$ cat src/rtl/snake_dir_ctrl.sv
// snake_dir_ctrl: turns button rising edges into queued, legality-checked heading changes committed on game ticks.
module snake_dir_ctrl #(
  parameter logic [1:0] RESET_DIR = 2'd1,
  parameter int Q_DEPTH = 2
) (
  input  logic       clk,
  input  logic       rst_n,
  input  logic [3:0] btn_act,
  input  logic       game_tick,
  input  logic       restart,
  output logic [1:0] dir,
  output logic       dir_changed,
  output logic [1:0] q_count,
  output logic       req_drop
);
  logic [3:0] btn_prev, rise;
  logic [1:0] q0, q1, q0_p, cnt_p, dir_n, ref_dir, req;
  logic       pop, legal, full, push, drop;
  always_comb begin
    rise    = btn_act & ~btn_prev;
    pop     = game_tick && q_count != 2'd0;
    cnt_p   = q_count - {1'b0, pop};
    q0_p    = pop ? q1 : q0;
    dir_n   = pop ? q0 : dir;
    // validate against the newest pending heading, or the heading about to be committed
    ref_dir = cnt_p == 2'd2 ? q1 : cnt_p == 2'd1 ? q0_p : dir_n;
    req     = rise[0] ? 2'd0 : rise[1] ? 2'd1 : rise[2] ? 2'd2 : 2'd3;
    legal   = |rise && req != ref_dir && req != (ref_dir ^ 2'b10);
    full    = cnt_p == 2'(Q_DEPTH);
    push    = legal && !full;
    drop    = legal && full;
  end
  // btn_prev starts high so lines already high after power-up raise no request
  always_ff @(posedge clk or negedge rst_n) begin
    if (!rst_n) begin
      btn_prev    <= 4'b1111;
      dir         <= RESET_DIR;
      dir_changed <= 1'b0;
      q_count     <= 2'd0;
      req_drop    <= 1'b0;
      q0          <= 2'd0;
      q1          <= 2'd0;
    end else if (restart) begin
      btn_prev    <= 4'b1111;
      dir         <= RESET_DIR;
      dir_changed <= 1'b0;
      q_count     <= 2'd0;
      req_drop    <= 1'b0;
      q0          <= 2'd0;
      q1          <= 2'd0;
    end else begin
      btn_prev    <= btn_act;
      dir         <= dir_n;
      dir_changed <= pop;
      req_drop    <= drop;
      q_count     <= cnt_p + {1'b0, push};
      q0          <= (push && cnt_p == 2'd0) ? req : q0_p;
      q1          <= (push && cnt_p == 2'd1) ? req : q1;
    end
  end
endmodule

$ cat config.mk
export PLATFORM = sky130hd
export DESIGN_NAME = snake_dir_ctrl
export DESIGN_NICKNAME = d
export VERILOG_FILES = /design/src/rtl/snake_dir_ctrl.sv
export SDC_FILE = /design/constraint.sdc
export NUM_CORES = 1
export LEC_CHECK = 0
export ABC_AREA = 1
export CORE_MARGIN = 10
export CORE_UTILIZATION = 51
export CTS_CLUSTER_SIZE = 20
export DETAILED_ROUTE_END_ITERATION = 12
export PLACE_DENSITY_LB_ADDON = 0.1
export SYNTH_ARGS = -nofsm -noshare
export SYNTH_HDL_FRONTEND = slang
export SYNTH_SLANG_ARGS = --single-unit
$ cat constraint.sdc
create_clock -name clk -period 2.7 [get_ports clk]
set_input_delay 0.54 -clock clk [delete_from_list [all_inputs] [get_ports clk]]
set_output_delay 0.54 -clock clk [all_outputs]
set_load 0.03 [all_outputs]
==> run summary, run 1 <==
Slew headroom: 0.575
Multi-input logic area: 424 um^2
# Max-Cap Violations: 0
Final Critical Period: 2.44 ns
Port bufs: 13
Antenna Cells: 0
# DRC: 0
Fillers: 138
Fmax: 410 MHz
CP Capture Type: flip-flop
CTS root buf: clkbuf_4
Core ar.: 1560 um^2
Cell Pwr Density: 1070 nW/um^2
Yosys cell types: 24
Hold path start: q0[1]
Startpoint types: input pin
FF+latch count, synth: 14
Most frequent cell after synthesis: inv_1
Max FO, Critical Path: 3
Reg2reg start: q_count[1]
Die ar.: 3740 um^2
Iteration-0 DRC Markers: 7
Critical path class: in2reg
Vias in the first global route: 708
Initial antenna violation count: 0
Slew Limit Fails: 0
Critical path launch point: game_tick
Final Hold Fails: 0
P&R area growth vs syn: 25.1%
Post-layout nets: 135
Top cells by area, synth: dfrtp_1, dfstp_2, inv_1
CTS H-Tree Depth: 1
Post-CTS Hold Fix Bufs: 0
Syn_nets: 113
Worst-skew pair later-pin latency: 0.29 ns
Die Wd: 61.1 um
Largest net degree at the start of global routing: 15
Cell area after synthesis: 863 um^2
Top-area cell type share of the netlist area: 0.261
Hold Slack: 0.524 ns
Starting Density: 0.554
Crit path DAT: 2.62 ns
Row count: 14
Area leader, netlist: dfrtp_1
CTS resizes: 0
First-pass GRT wire length: 2.84 mm
Clock buffer depth: 2
Post-CTS setup buffers: 0
Setup Viol. Count Final: 0
Async set-reset flop share out of synthesis: 1.00
Register area: 357 um^2
Vias per cell: 5.01
Sequential fraction of the synthesis area: 0.413
WL final: 1.68 mm
Die Ht: 61.1 um
Tightest Pin Transition: 0.635 ns
Clk pin slew, worst setup/hold paths: 0.09 ns
Clock skew: 0.00334 ns
Via count: 702
Peak supply drop: 541 uV
Status: completed
Total GRT Usage: 0.104
Total grt overflow: 0
Post-DP HPWL: 1.35 mm
Most used flip-flop cell after synthesis: dfrtp_1
Fin crit share: 0.902
Total CTS buffers: 3
Critical path data required time: 2.88 ns
Fraction of layout cells with a size suffix above 1: 0.250
Number of flops mapped to enable cells by yosys: 0
Drt pass-1 iters: 4
ANT nets after route: 0
Total power draw: 1.15 mW
Min-delay worst type: reg2reg
Cell count after synthesis: 103
Clk sink count: 14
Routability cong.: 0.868
Post-synth top cells: inv_1, nand2_1, nor2_1, dfrtp_1
Leak Pwr: 0.573 nW
Drt wl/cell: 12.0 um
CTS tree: yes
IO Pins: 14
Mean Syn Cell Area: 8.38 um^2
RSZ-0062 raised after global routing: no
Synth warn: 0
## sequential cells by signal (all words and copies together) (netlist names)
register and flops:
dir 2, q1 2, btn_prev 4, req_drop 1, q_count 2, q0 2, dir_changed 1
## report_power, final
group          total [mW]  switching [mW]  leakage, nW  internal, mW
clock network       0.157          0.0749       0.0210        0.0822
registers           0.279          0.0211        0.175         0.258
logic               0.714           0.431        0.376         0.283
## cells in the final DEF (no fill, tap or decap), drive strengths merged, types with 2 or more instances in the layout
cell type / Yosys / final
clkbuf: 0 / 4
ha: 2 / 2
inv: 21 / 21
clkdlybuf4s50: 0 / 13
nand2: 26 / 26
nand3: 9 / 9
or2: 3 / 3
nand4: 5 / 5
nor2: 12 / 12
buf: 0 / 4
dfrtp: 9 / 9
a21oi: 2 / 2
o21ai: 5 / 5
dfstp: 5 / 5
## cell families after synthesis
| family | synth area share |
|---|---|
| simple gates | 0.414 |
| buf+inv | 0.0956 |
| flops | 0.413 |
| compound gates | 0.0478 |
| fa+ha+maj | 0.0290 |
## metrics by stage
step / utilization / setup WS [ns] / cell area [um^2] / setup TNS [ns] / std cells
global placement: 0.669 / -0.0187 / 1040 / -0.0204 / 136
CTS: 0.693 / 0.244 / 1080 / 0 / 140
finish: 0.693 / 0.264 / 1080 / 0 / 140
floorplan: - / 0.409 / 863 / 0 / 103
detailed placement: 0.669 / -0.0676 / 1040 / -0.114 / 136
global route: 0.693 / 0.0810 / 1080 / 0 / 140
## metal layers
metal	vias to the layer above	wire (um)	track usage
met5	-	0	0
met4	0	75	0.0879
met3	9	91	0.0329
met2	19	746	0.167
met1	310	764	0.108
li1	364	-	-
## cell type report
class	instances	area share
Sequential cell	14	0.330
Timing Repair Buffer	17	0.148
Clock buffer	4	0.0336
Tap cell	16	0.0185
Multi-Input combinational cell	67	0.393
Inverter	22	0.0765
## final timing paths
| kind | endpoint | slack, ns | cells after the start |
|---|---|---|---|
| max | q_count[1] | 0.26 | 16 |
| min | dir[1] | 0.52 | 2 |
| max reg2reg | q_count[1] | 0.47 | 15 |
| min reg2reg | dir[1] | 0.52 | 2 |
| max in group asynchronous | dir_changed | 1.66 | 1 |
| min in group asynchronous | q1[0] | 0.63 | 1 |
## critical path: stages
cell and delay [ns]:
clkdlybuf4s50_1 0.55, nand2_4 0.06, inv_1 0.10, ha_1 0.21, inv_1 0.07, nand2_1 0.08, nand3_2 0.08, inv_1 0.09
nand2_1 0.13, nand3_4 0.13, nand2_4 0.07, nand3_4 0.06, nor2_1 0.05, ha_1 0.18, o21ai_0 0.16, a21oi_1 0.05
Note: power is estimated with default switching activity, not from simulation.
==> run 2, diff against run 1 <==
Settings changed: SLEW_MARGIN set to 5.
==> results of run 2 <==
Same layout as run 1: the final DEF is identical, and so are final timing and power.
